## src/rtl/wb_stage.sv

```systemverilog
// ---------------------------------------------------------------------------
// wb_stage -- writeback pipeline stage
//
// Accepts the retiring instruction from the memory stage and drives the
// register-file write port. Load data is formatted here: byte, halfword or
// word, signed or unsigned, big-endian. When the memory response arrives
// late, the stage parks the load in WAIT_MEM and stalls upstream.
//
// Optional feature: define WB_TIMEOUT_EN to give up on a load after TIMEOUT
// WAIT_MEM cycles. The stage then returns to IDLE, drops the write and
// pulses MemErr for one cycle. When the macro is undefined there is no
// timeout and MemErr is tied 0.
//
// Ports
//   Clock        in   system clock, rising edge
//   nReset       in   asynchronous active-low reset
//   Valid        in   an instruction is present from the memory stage
//   RegWriteIn   in   the instruction writes a register
//   MemtoReg     in   the result comes from memory (a load)
//   RAddrIn      in   [4:0]  destination register
//   ALUOut       in   [31:0] ALU/MUL result
//   Memfunc      in   [2:0]  000 LB, 001 LH, 011 LW, 100 LBU, 101 LHU;
//                            any other code behaves as LW
//   ByteSel      in   [1:0]  load address bits [1:0]
//   MemData      in   [31:0] memory read word
//   MemValid     in   MemData is valid this cycle
//   RegWriteOut  out  register-file write enable (registered)
//   RAddrOut     out  [4:0]  register-file write address (registered)
//   RDataOut     out  [31:0] register-file write data (registered)
//   Stall        out  freeze upstream stages (combinational)
//   MemErr       out  one-cycle pulse when a load times out
// ---------------------------------------------------------------------------
module wb_stage #(
    parameter int TIMEOUT = 16
) (
    input  logic        Clock,
    input  logic        nReset,
    input  logic        Valid,
    input  logic        RegWriteIn,
    input  logic        MemtoReg,
    input  logic [4:0]  RAddrIn,
    input  logic [31:0] ALUOut,
    input  logic [2:0]  Memfunc,
    input  logic [1:0]  ByteSel,
    input  logic [31:0] MemData,
    input  logic        MemValid,
    output logic        RegWriteOut,
    output logic [4:0]  RAddrOut,
    output logic [31:0] RDataOut,
    output logic        Stall,
    output logic        MemErr
);

    typedef enum logic {IDLE, WAIT_MEM} state_t;

    state_t      state, state_d;

    // Fields of a load that is waiting for its memory response.
    logic        hold_we;
    logic [4:0]  hold_addr;
    logic [2:0]  hold_func;
    logic [1:0]  hold_sel;

    // Next values of the registered outputs.
    logic        we_d;
    logic [4:0]  addr_d;
    logic [31:0] data_d;
    logic        err_d;
    logic        capture;
    logic        timeout_hit;

    // Big-endian load formatting: ByteSel 0 is the most significant byte.
    function automatic logic [31:0] fmt_load(input logic [2:0]  func,
                                             input logic [1:0]  sel,
                                             input logic [31:0] word);
        logic [7:0]  b;
        logic [15:0] h;
        case (sel)
            2'd0:    b = word[31:24];
            2'd1:    b = word[23:16];
            2'd2:    b = word[15:8];
            default: b = word[7:0];
        endcase
        h = sel[1] ? word[15:0] : word[31:16];
        case (func)
            3'b000:  fmt_load = {{24{b[7]}}, b};
            3'b001:  fmt_load = {{16{h[15]}}, h};
            3'b100:  fmt_load = {24'd0, b};
            3'b101:  fmt_load = {16'd0, h};
            default: fmt_load = word;
        endcase
    endfunction

`ifdef WB_TIMEOUT_EN
    localparam int CNT_W = (TIMEOUT > 1) ? $clog2(TIMEOUT) : 1;

    logic [CNT_W-1:0] wait_cnt;

    // A response arriving on the last allowed cycle still wins.
    assign timeout_hit = (state == WAIT_MEM) && !MemValid &&
                         (wait_cnt == CNT_W'(TIMEOUT - 1));

    always_ff @(posedge Clock or negedge nReset) begin
        if (!nReset) begin
            wait_cnt <= '0;
        end else if (capture) begin
            wait_cnt <= '0;
        end else if (state == WAIT_MEM) begin
            wait_cnt <= wait_cnt + CNT_W'(1);
        end
    end
`else
    logic timeout_unused;
    assign timeout_unused = (TIMEOUT > 0);
    assign timeout_hit    = 1'b0;
`endif

    // State, holding fields and output registers.
    // NOTE: sequential state uses non-blocking assignments only, so every
    // register samples the pre-edge values of the others.
    // NOTE: the holding fields are reset too, so a load pending when reset
    // hits is fully discarded rather than relying on the state alone.
    always_ff @(posedge Clock or negedge nReset) begin
        if (!nReset) begin
            state       <= IDLE;
            hold_we     <= 1'b0;
            hold_addr   <= '0;
            hold_func   <= '0;
            hold_sel    <= '0;
            RegWriteOut <= 1'b0;
            RAddrOut    <= '0;
            RDataOut    <= '0;
            MemErr      <= 1'b0;
        end else begin
            state       <= state_d;
            RegWriteOut <= we_d;
            RAddrOut    <= addr_d;
            RDataOut    <= data_d;
            MemErr      <= err_d;
            if (capture) begin
                hold_we   <= RegWriteIn;
                hold_addr <= RAddrIn;
                hold_func <= Memfunc;
                hold_sel  <= ByteSel;
            end
        end
    end

    // Next-state logic.
    always_comb begin
        state_d = state;
        case (state)
            IDLE:     if (Valid && MemtoReg && !MemValid) state_d = WAIT_MEM;
            WAIT_MEM: if (MemValid || timeout_hit)       state_d = IDLE;
            default:  state_d = IDLE;
        endcase
    end

    // Output next-value logic.
    // NOTE: every signal gets a default before the case so no latch is
    // inferred; address and data default to holding their current value.
    always_comb begin
        we_d    = 1'b0;
        addr_d  = RAddrOut;
        data_d  = RDataOut;
        err_d   = 1'b0;
        capture = 1'b0;
        case (state)
            IDLE: begin
                if (Valid) begin
                    if (!MemtoReg) begin
                        we_d   = RegWriteIn;
                        addr_d = RAddrIn;
                        data_d = ALUOut;
                    end else if (MemValid) begin
                        we_d   = RegWriteIn;
                        addr_d = RAddrIn;
                        data_d = fmt_load(Memfunc, ByteSel, MemData);
                    end else begin
                        capture = 1'b1;
                    end
                end
            end
            WAIT_MEM: begin
                if (MemValid) begin
                    we_d   = hold_we;
                    addr_d = hold_addr;
                    data_d = fmt_load(hold_func, hold_sel, MemData);
                end else if (timeout_hit) begin
                    err_d = 1'b1;
                end
            end
            default: ;
        endcase
        // Register 0 is never written, but address and data still track.
        if (addr_d == 5'd0) we_d = 1'b0;
    end

    assign Stall = ((state == WAIT_MEM) && !MemValid && !timeout_hit) ||
                   ((state == IDLE) && Valid && MemtoReg && !MemValid);

endmodule

```

## config.mk

```make
export PLATFORM = sky130hd
export DESIGN_NAME = wb_stage
export DESIGN_NICKNAME = d
export VERILOG_FILES = /design/src/rtl/wb_stage.sv
export SDC_FILE = /design/constraint.sdc
export NUM_CORES = 1
export LEC_CHECK = 0
export ABC_AREA = 1
export BUFFER_PORTS_ARGS = -buffer_cell sky130_fd_sc_hd__buf_2
export CORE_MARGIN = 1.5
export CORE_UTILIZATION = 38
export DETAILED_ROUTE_END_ITERATION = 12
export GPL_TIMING_DRIVEN = 0
export HOLD_SLACK_MARGIN = 0.1
export PLACE_DENSITY = 0.66
export SKIP_CTS_REPAIR_TIMING = 1
export SYNTH_ARGS = -nofsm -noshare
export SYNTH_HDL_FRONTEND = slang
export SYNTH_SLANG_ARGS = --single-unit
```

## constraint.sdc

```tcl
create_clock -name Clock -period 4.2 [get_ports Clock]
set_input_delay 0.21 -clock Clock [delete_from_list [all_inputs] [get_ports Clock]]
set_output_delay 0.21 -clock Clock [all_outputs]
set_load 0.01 [all_outputs]
```

==> results of run 1 <==
==> worst max-delay path: stages (launching register included) <==
cell and delay, ps:
dfrtp_1 370, buf_2 170, inv_2 60, buf_2 250
nand4_1 270, clkbuf_1 310, nand2_1 100, buf_2 130
==> flip-flops by register name, indices dropped and copies added (netlist names) <==
register	flops
hold_we	1
hold_func	3
state	1
RDataOut	32
hold_sel	2
hold_addr	5
RegWriteOut	1
RAddrOut	5
==> placed cells by master (no fill, tap or decap), drive strengths merged <==
| cell | synthesis | layout |
|---|---|---|
| a21boi | 1 | 1 |
| a21oi | 61 | 61 |
| a22oi | 4 | 4 |
| a31o | 1 | 1 |
| a31oi | 1 | 1 |
| buf | 25 | 140 |
| clkbuf | 18 | 25 |
| clkinv | 0 | 1 |
| conb | 1 | 1 |
| dfrtp | 50 | 50 |
| inv | 82 | 82 |
| mux2 | 1 | 1 |
| nand2 | 221 | 221 |
| nand3 | 19 | 19 |
| nand4 | 4 | 4 |
| nor2 | 54 | 54 |
| nor3 | 1 | 1 |
| o211ai | 2 | 2 |
| o21ai | 106 | 106 |
| o21bai | 16 | 16 |
| o22ai | 2 | 2 |
==> cell type report <==
type | instances | area [um2] | area share, %
buffer | 43 | 254 | 5.05
sequential | 50 | 1250 | 24.9
timing repair buffer | 115 | 576 | 11.4
tap | 140 | 175 | 3.48
clock inverter | 1 | 8.76 | 0.174
inverter | 82 | 315 | 6.27
multi-input combinational | 495 | 2350 | 46.8
clock buffer | 7 | 96.3 | 1.92
==> kinds of logic after synthesis <==
logic type / count (synthesis) / synth area share [%]
AND/OR/NAND/NOR: 299 / 29.4
AO/OA/AOI/OAI: 194 / 26.6
buffers and inverters: 125 / 13.6
flip-flops: 50 / 30.0
multiplexers: 1 / 0.270
other: 1 / 0.0899
==> cells in the mapped netlist <==
cell      number  area [um2]
a21boi_4       1        18.8
a21oi_1       61         305
a22oi_1        4        30.0
a31o_2         1        8.76
a31oi_1        1        6.26
buf_1          1        3.75
buf_12         2        40.0
buf_2         15        75.1
buf_4          3        22.5
buf_6          4        45.0
clkbuf_1      18        67.6
conb_1         1        3.75
dfrtp_1       50        1250
inv_1         74         278
inv_2          6        22.5
inv_4          1        6.26
inv_6          1        8.76
mux2_2         1        11.3
nand2_1      216         811
nand2_2        2        12.5
nand2_4        3        33.8
nand3_1       18        90.1
nand3_4        1        17.5
nand4_1        3        18.8
nand4_4        1        21.3
nor2_1        50         188
nor2_2         3        18.8
nor2_4         1        11.3
nor3_1         1        5.00
o211ai_1       1        7.51
o211ai_2       1        12.5
o21ai_0       95         475
o21ai_1        8        40.0
o21ai_2        2        17.5
o21ai_4        1        16.3
o21bai_1       6        45.0
o21bai_2      10         113
o22ai_1        2        12.5
==> worst min path at each step <==
| stage | start | slack (ps) | endpoint |
|---|---|---|---|
| 2_1_floorplan | nReset | -90 | RAddrOut[0]$_DFF_PN0_ |
| 3_3_place_gp | RDataOut[23]$_DFFE_PN0P_ | 460 | RDataOut[23]$_DFFE_PN0P_ |
| 3_5_place_dp | RDataOut[25]$_DFFE_PN0P_ | 460 | RDataOut[25]$_DFFE_PN0P_ |
| 4_1_cts | RAddrIn[4] | 140 | hold_addr[4]$_DFFE_PN0P_ |
| 5_1_grt | RAddrIn[4] | 130 | hold_addr[4]$_DFFE_PN0P_ |
| 6_report | nReset | 140 | RDataOut[21]$_DFFE_PN0P_ |
==> power by group through the flow <==
stage / clock, mW / combinational [mW] / sequential (mW)
detailed placement: 0 / 0.766 / 0.659
CTS: 0.340 / 0.769 / 0.652
floorplan: 0 / 0.448 / 0.695
global placement: 0 / 0.757 / 0.656
global route: 0.362 / 0.864 / 0.667
finish: 0.332 / 0.772 / 0.652
==> per-layer routing <==
layer  global-route usage [%]  share of wire [%]
met5                        0                  0
met4                     7.05                1.9
met3                     2.54                7.9
met2                     40.9                 44
met1                     37.0                 46
==> impl_metrics.json, run 1 <==
{
  "path_class": "reg -> out",
  "io-pin-count": 120,
  "seqPwrFrac_pct": 37.1,
  "worst_slew_pin_slew_ps": 1210,
  "p_int_mw": 1.02,
  "start_util_pct": 38.7,
  "drt_pre_antenna_iters": 5,
  "critPathCapture": "Stall",
  "rr_endpoint": "RDataOut[6]$_DFFE_PN0P_",
  "end_kind": "output pin",
  "final_cells": 933,
  "peakVddDrop_uv": 123,
  "dpl_cell_area_um2": 4920,
  "grt_pass1_wl_um": 23100,
  "final_hold_viol_count": 0,
  "status": "finished clean",
  "regToRegStartpoint": "hold_sel[1]$_DFFE_PN0P_",
  "power_density_nw_per_um2": 349,
  "rsz0062_at_grt": "false",
  "fin_util_pct": 46.6,
  "place_ws_ps": 2410,
  "grt_pass1_vias": 4359,
  "avgSynthCellArea_um2": 6.23,
  "routed_wl_um": 14600,
  "vias": 4795,
  "io_buffers": 115,
  "setup_ws_ps": 2020,
  "cts_tree": "yes",
  "viasPerCell": 5.14,
  "grt_usage_pct": 25.7,
  "die_h_um": 108,
  "grt_max_degree": 51,
  "switching_share_pct": 41.8,
  "drtIter0Drc": 351,
  "finalSetupViolCount": 0,
  "relSlewSlack_pct": 19.6,
  "cap_violations": 0,
  "fin_crit_sh_pct": 51.9,
  "syn_nets": 750,
  "min_period_ps": 2180,
  "clock_latency_ps": 320,
  "worstPathRequired_ps": 3990,
  "syn_to_final_growth_pct": 20.5,
  "reg2regPathDepth": 7,
  "avgRoutedWirePerCell_um": 15.6,
  "clockPowerShare_pct": 18.9,
  "ys_ff_latch": 50,
  "clock_sinks": 50,
  "max_freq_mhz": 459,
  "finalClockSkew_ps": 8.05,
  "drtAntennaViolNets": 0,
  "post-dp-hpwl_um": 11300,
  "power_leakage_nw": 2.81,
  "cts_max_level": 2,
  "hp-class": "in -> async",
  "nets": 872,
  "p_comb_share_pct": 44.0,
  "num_antenna_cells": 0,
  "hold-worst-slack_ps": 143,
  "power_mw": 1.76,
  "drv_slew": 0,
  "fp-row-count": 38,
  "p_switching_mw": 0.733,
  "synth_cells": 670,
  "fillers": 1187,
  "cts_buffer_depth": 2,
  "core_um2": 10800,
  "synth_cell_types": 38,
  "yosysWarnings": 0,
  "root_buffer": "clkbuf_8",
  "clk_pin_slew_worst_paths_ps": 90,
  "drive_gt1_share_pct": 23.1,
  "stdcell_area_um2": 5030,
  "syn_area_um2": 4170,
  "start_kind": "flip-flop",
  "r2r_slack_ps": 2430,
  "crit_start": "state$_DFF_PN0_",
  "fin_tns_setup_ps": 0,
  "dp.cells": 925,
  "grt_overflow_total": 0,
  "numCtsBuffers": 5,
  "dieArea_um2": 11600,
  "critPathMaxFanout": 10,
  "cp_data_arrival_time_ps": 1970,
  "drc": 0,
  "gp_congestion": 0.921,
  "synth_sequential_area_ratio_pct": 30.0,
  "die_w_um": 108,
  "grt_antenna_before_repair": 0
}
(Power assumes the default switching activity.)
==> run 2, diff against run 1 <==
--- a/config.mk
+++ b/config.mk
@@ -5,14 +5,14 @@
 export SDC_FILE = /design/constraint.sdc
 export NUM_CORES = 1
 export LEC_CHECK = 0
-export ABC_AREA = 1
+export ABC_AREA = 0
 export BUFFER_PORTS_ARGS = -buffer_cell sky130_fd_sc_hd__buf_2
 export CORE_MARGIN = 1.5
 export CORE_UTILIZATION = 38
 export DETAILED_ROUTE_END_ITERATION = 12
 export GPL_TIMING_DRIVEN = 0
 export HOLD_SLACK_MARGIN = 0.1
-export PLACE_DENSITY = 0.66
+export PLACE_DENSITY = 0.67
 export SKIP_CTS_REPAIR_TIMING = 1
 export SYNTH_ARGS = -nofsm -noshare
 export SYNTH_HDL_FRONTEND = slang
==> constraint.sdc (replaced) <==
create_clock -name Clock -period 2.3 [get_ports Clock]
set_input_delay 0.115 -clock Clock [delete_from_list [all_inputs] [get_ports Clock]]
set_output_delay 0.115 -clock Clock [all_outputs]
set_load 0.01 [all_outputs]
==> run 2 against run 1 <==
Compared with the run above:
- sequential power rose by 84%
- final cell count fell by 23%
- core utilization rose by 2.9 points
- synthesized cell count fell by 32%
- register-to-register slack got worse by 2300 ps
- via count fell by 13%
- clock power rose by 99%
- non-clock buffer count rose by 5
- clock skew rose by 0.60 ps
- largest cell class unchanged
- largest power group unchanged
- highest routed layer is now met5
==> impl_metrics.json, run 2 <==
{
  "async_flop_share_pct": 100,
  "core_um2": 9240,
  "start_kind": "flip-flop",
  "stdcell_area_um2": 4570,
  "fillers": 911,
  "relSlewSlack_pct": 19.6,
  "io_buffers": 116,
  "setup_ws_ps": 113,
  "grt_pass1_wl_um": 20400,
  "syn_to_final_growth_pct": 25.6,
  "dp.cells": 701,
  "drt_pre_antenna_iters": 5,
  "netlist.area_leader.share_pct": 34.4,
  "io-pin-count": 120,
  "seqPwrFrac_pct": 38.6,
  "root_buffer": "clkbuf_8",
  "drtAntennaViolNets": 0,
  "numCtsBuffers": 5,
  "crit_path_top_delay_cell": "or3_1",
  "largest_reg_flops": 32,
  "grt_antenna_before_repair": 1,
  "hold-worst-slack_ps": 34.9,
  "yosysWarnings": 0,
  "clockPowerShare_pct": 21.3,
  "p_int_mw": 1.92,
  "viasPerCell": 5.81,
  "grt_overflow_total": 0,
  "max_freq_mhz": 457,
  "power_density_nw_per_um2": 680,
  "syn_nets": 536,
  "worst_slew_pin_slew_ps": 1210,
  "synth-edff-count": 0,
  "finalClockSkew_ps": 8.65,
  "synth_cell_types": 48,
  "clock_latency_ps": 320,
  "drive_gt1_share_pct": 26.6,
  "ys_ff_latch": 50,
  "fp-row-count": 35,
  "final_hold_viol_count": 0,
  "nets": 665,
  "critical-path-top-delay-family": "buffers and inverters",
  "synth.most_common_cell": "nor2_1",
  "p_switching_mw": 1.19,
  "drc": 0,
  "syn_area_um2": 3640,
  "layout_commonest_cell": "buf_2",
  "cts_buffer_depth": 2,
  "avgRoutedWirePerCell_um": 18.8,
  "yosysTopAreaCell": "dfrtp_1",
  "fin_util_pct": 49.5,
  "power_leakage_nw": 2.08,
  "status": "finished clean",
  "drv_slew": 0,
  "cp_data_arrival_time_ps": 2390,
  "dpl_cell_area_um2": 4380,
  "worstPathRequired_ps": 2500,
  "start_util_pct": 39.4,
  "rsz0062_at_grt": "false",
  "end_kind": "flip-flop",
  "drtIter0Drc": 347,
  "final_cell_mix": "124 x buf_2, 89 x nor2_1, 50 x dfrtp_1, 45 x nand2_1, 36 x a21oi_1",
  "fin_crit_sh_pct": 95.1,
  "synth_cells": 456,
  "critPathMaxFanout": 10,
  "synthTopCellsByCount": "89 x nor2_1, 50 x dfrtp_1, 45 x nand2_1",
  "grt_max_degree": 51,
  "finalSetupViolCount": 0,
  "largestRegisters": "RDataOut: 32 flops, RAddrOut: 5 flops, hold_addr: 5 flops",
  "die_w_um": 101,
  "ys_top_cells_by_area": "dfrtp_1 34%, nor2_1 9.2%, mux2i_1 7.4%",
  "hp-class": "in -> async",
  "cts_tree": "yes",
  "cpPeakStageDelay_ps": 360,
  "p_comb_share_pct": 40.1,
  "die_h_um": 101,
  "cts_max_level": 2,
  "crit_path_frequent_cell": "clkbuf_1",
  "grt_usage_pct": 26.0,
  "crit_buf_inv": 2,
  "path_cells": "clkbuf_1 -> nor2_1 -> clkbuf_1 -> or3_1 -> a21oi_1 -> o21ai_0 -> o22a_1",
  "dieArea_um2": 10200,
  "clock_sinks": 50,
  "path_class": "reg -> reg",
  "min_period_ps": 2190,
  "synth_ff_type": "dfrtp_1",
  "synth_sequential_area_ratio_pct": 34.4,
  "place_ws_ps": 31.8,
  "clk_pin_slew_worst_paths_ps": 110,
  "final_cells": 715,
  "vias": 4156,
  "cap_violations": 0,
  "avgSynthCellArea_um2": 7.98,
  "largest_register": "RDataOut",
  "grt_pass1_vias": 3724,
  "num_antenna_cells": 0,
  "switching_share_pct": 38.3,
  "gp_congestion": 0.973,
  "peakVddDrop_uv": 339,
  "routed_wl_um": 13500,
  "post-dp-hpwl_um": 10000
}
## run 2: area by class of cell
type                    count  area, um2  area share, %
repair buffers            122        641           14.0
plain buffers              41        176           3.86
flip-flops and latches     50       1250           27.4
clock buffers               5       68.8           1.51
multi-input cells         361       2210           48.4
well taps                 129        161           3.53
inverters                   4       15.0          0.328
clock inverters             3       45.0          0.985
## run 2: kinds of logic after synthesis
logic type,after synthesis,share of synthesized area [%]
buffers and inverters,45,5.12
muxes,39,11.5
other,1,0.103
AOI/OAI and AO/OA,138,26.7
and+or+nand+nor,183,22.2
DFF,50,34.4
## run 2: worst paths after layout
path / from / to / slack, ps / depth (start not counted)
max: hold_func[0]$_DFFE_PN0P_ / RDataOut[5]$_DFFE_PN0P_ / 110 / 7
max reg2reg: hold_func[0]$_DFFE_PN0P_ / RDataOut[5]$_DFFE_PN0P_ / 110 / 7
min: nReset / RDataOut[29]$_DFFE_PN0P_ / 30 / 1
min in group Clock: Memfunc[2] / hold_func[2]$_DFFE_PN0P_ / 100 / 2
min reg2reg: hold_addr[1]$_DFFE_PN0P_ / hold_addr[1]$_DFFE_PN0P_ / 520 / 1
max in group asynchronous: nReset / RDataOut[18]$_DFFE_PN0P_ / 1520 / 1
## run 2: worst register-to-register path, stage by stage (launching register included)
cell and delay (ps):
dfrtp_1 330, clkbuf_1 350, nor2_1 200, clkbuf_1 260, or3_1 360, a21oi_1 250
o21ai_0 130, o22a_1 190
## run 2: power groups by stage
stage	sequential, mW	clock, mW	combinational [mW]
finish	1.20	0.661	1.25
global route	1.22	0.711	1.36
CTS	1.20	0.676	1.22
detailed placement	1.22	0	1.22
global placement	1.20	0	1.21
floorplan	1.27	0	0.670
## run 2: through the flow
| step | total power, mW | TNS (ps) |
|---|---|---|
| 2_1_floorplan | 1.94 | 0 |
| 3_3_place_gp | 2.41 | 0 |
| 3_5_place_dp | 2.43 | 0 |
| 4_1_cts | 3.09 | -179 |
| 5_1_grt | 3.29 | 0 |
| 6_report | 3.11 | 0 |
## run 2: layer usage
layer | up-vias | GRT usage (%) | wire, um
met3 | 20 | 5.20 | 1310
met4 | 2 | 5.74 | 159
li1 | 1933 | - | -
met1 | 1957 | 37.5 | 5920
met5 | - | 0 | 12
met2 | 244 | 40.3 | 6080
==> run 3, diff against run 2 <==
--- a/config.mk
+++ b/config.mk
@@ -6,13 +6,14 @@
 export NUM_CORES = 1
 export LEC_CHECK = 0
 export ABC_AREA = 0
-export BUFFER_PORTS_ARGS = -buffer_cell sky130_fd_sc_hd__buf_2
+export CAP_MARGIN = 40
 export CORE_MARGIN = 1.5
 export CORE_UTILIZATION = 38
 export DETAILED_ROUTE_END_ITERATION = 12
+export DONT_BUFFER_PORTS = 1
 export GPL_TIMING_DRIVEN = 0
 export HOLD_SLACK_MARGIN = 0.1
-export PLACE_DENSITY = 0.67
+export PLACE_DENSITY = 0.56
 export SKIP_CTS_REPAIR_TIMING = 1
 export SYNTH_ARGS = -nofsm -noshare
 export SYNTH_HDL_FRONTEND = slang
==> run 3 against run 2 <==
Compared with the run above:
- critical path depth did not move
- via count fell by 9.1%
- global-route usage fell by 0.44 points
- sequential share of layout area rose by 1.7 points
- worst hold slack improved by 40 ps
- register-to-register slack improved by 40 ps
- clock skew barely moved
- clock power rose by 16%
- design area fell by 5.9%
- sequential cell count did not move
- core utilization fell by 2.9 points
- sequential power rose by 8%
- critical path type unchanged
- largest cell class unchanged
- highest routed layer is now met4
==> impl_metrics.json, run 3 (synthesized netlist as in run 2, its figures left out) <==
{
  "max_freq_mhz": 467,
  "cp_data_arrival_time_ps": 2350,
  "syn_to_final_growth_pct": 18.2,
  "vias": 3778,
  "io_buffers": 0,
  "grt_antenna_before_repair": 0,
  "hold_depth": 4,
  "final_cells": 627,
  "power_density_nw_per_um2": 702,
  "p_switching_mw": 1.10,
  "num_antenna_cells": 0,
  "io-pin-count": 120,
  "cap_violations": 0,
  "avgRoutedWirePerCell_um": 21.4,
  "status": "finished clean",
  "reg2regPathDepth": 7,
  "die_w_um": 101,
  "cts_buffer_depth": 2,
  "numCtsBuffers": 5,
  "drt_pre_antenna_iters": 5,
  "regToRegStartpoint": "hold_func[0]$_DFFE_PN0P_",
  "worst_slew_pin_slew_ps": 670,
  "start_kind": "flip-flop",
  "r2r_slack_ps": 160,
  "cts_max_level": 2,
  "drtAntennaViolNets": 0,
  "dieArea_um2": 10200,
  "drv_slew": 0,
  "peakVddDrop_uv": 257,
  "finalClockSkew_ps": 8.78,
  "min_period_ps": 2140,
  "start_util_pct": 39.4,
  "layout_commonest_cell": "nor2_1",
  "drive_gt1_share_pct": 8.63,
  "dp.cells": 587,
  "drc": 0,
  "grt_pass1_wl_um": 19900,
  "cts_tree": "yes",
  "switching_share_pct": 36.5,
  "worstPathRequired_ps": 2500,
  "largest_reg_flops": 32,
  "seqPwrFrac_pct": 43.1,
  "fp-row-count": 35,
  "clock_latency_ps": 320,
  "clockPowerShare_pct": 25.5,
  "clk_pin_slew_worst_paths_ps": 100,
  "power_leakage_nw": 1.78,
  "min_to": "RDataOut[31]$_DFFE_PN0P_",
  "end_kind": "flip-flop",
  "routed_wl_um": 13400,
  "grt_max_degree": 51,
  "rsz0062_at_grt": "false",
  "rr_endpoint": "RDataOut[5]$_DFFE_PN0P_",
  "root_buffer": "clkbuf_8",
  "final_hold_viol_count": 0,
  "critPathMaxFanout": 10,
  "hold-worst-slack_ps": 75.2,
  "viasPerCell": 6.03,
  "nets": 577,
  "largestRegisters": "RDataOut: 32 flops, RAddrOut: 5 flops, hold_addr: 5 flops",
  "fin_crit_sh_pct": 93.1,
  "die_h_um": 101,
  "finalSetupViolCount": 0,
  "hp-class": "in -> reg",
  "drtIter0Drc": 446,
  "p_comb_share_pct": 31.5,
  "clock_sinks": 50,
  "relSlewSlack_pct": 55.4,
  "gp_congestion": 0.932,
  "grt_pass1_vias": 3557,
  "largest_register": "RDataOut",
  "core_um2": 9240,
  "final_cell_mix": "89 x nor2_1, 50 x dfrtp_1, 45 x nand2_1, 36 x a21oi_1, 31 x dlygate4sd3_1",
  "path_class": "reg -> reg",
  "min_from": "ALUOut[31]",
  "grt_usage_pct": 25.6,
  "grt_overflow_total": 0,
  "p_int_mw": 1.92,
  "post-dp-hpwl_um": 9530,
  "crit_start": "hold_func[0]$_DFFE_PN0P_"
}
==> run 3: cell types whose count changed in the layout (fill, tap and decap cells not counted) <==
cell           delta
buf_16            +1
buf_2           -114
bufinv_16         +1
clkinv_4          +1
clkinvlp_4        -2
dlygate4sd3_1    +25
==> run 3: worst max-delay path, stage by stage, from the launching register on <==
cell and delay [ps]:
dfrtp_1 330, clkbuf_1 330, nor2_1 200, clkbuf_1 250, or3_1 350, a21oi_1 250
o21ai_0 140, o22a_1 190
==> run 3: layout make-up <==
type                    instances  area, um2
fillers                       923       4940
plain buffers                  41        176
well taps                     129        161
flip-flops and latches         50       1250
clock buffers                   5       68.8
multi-input cells             361       2210
inverters                       4       15.0
repair buffers                 34        348
clock inverters                 3       68.8
==> run 3: how the worst max path moves through the flow <==
stage	to	cells past startpoint	slack, ps
after floorplan	hold_addr[0]$_DFFE_PN0P_	5	530
after global placement	RDataOut[0]$_DFFE_PN0P_	6	90
after detailed placement	RDataOut[0]$_DFFE_PN0P_	6	90
after CTS	Stall	5	-190
after global routing	hold_func[2]$_DFFE_PN0P_	5	30
final	RDataOut[5]$_DFFE_PN0P_	7	160
==> run 3: routing by layer <==
| layer | routed length [um] | GRT usage, % | vias up | part of all wire [%] |
|---|---|---|---|---|
| li1 | - | - | 1756 | - |
| met1 | 6040 | 36.4 | 1815 | 45 |
| met2 | 5900 | 38.3 | 196 | 44 |
| met3 | 1400 | 7.42 | 11 | 10 |
| met4 | 95 | 5.74 | 0 | 0.71 |
| met5 | 0 | 0 | - | 0 |
==> run 3: power groups by stage <==
stage / Combinational (mW) / Clock (mW) / Sequential, mW
after floorplan: 0.670 / 0 / 1.27
after global placement: 0.845 / 0 / 1.31
after detailed placement: 0.851 / 0 / 1.32
after CTS: 0.856 / 0.785 / 1.30
after global routing: 1.05 / 0.816 / 1.33
final: 0.950 / 0.769 / 1.30
==> run 3: through the flow <==
step	setup TNS (ps)	utilization [%]	power [mW]	cell area, um2	setup WS [ps]
after CTS	-187	42.7	2.94	3950	-187
after detailed placement	0	41.2	2.17	3810	91.6
after global routing	0	46.6	3.20	4300	34.6
after global placement	0	41.1	2.16	3800	92.0
after floorplan	0	-	1.94	3640	532
final	0	46.6	3.02	4300	158
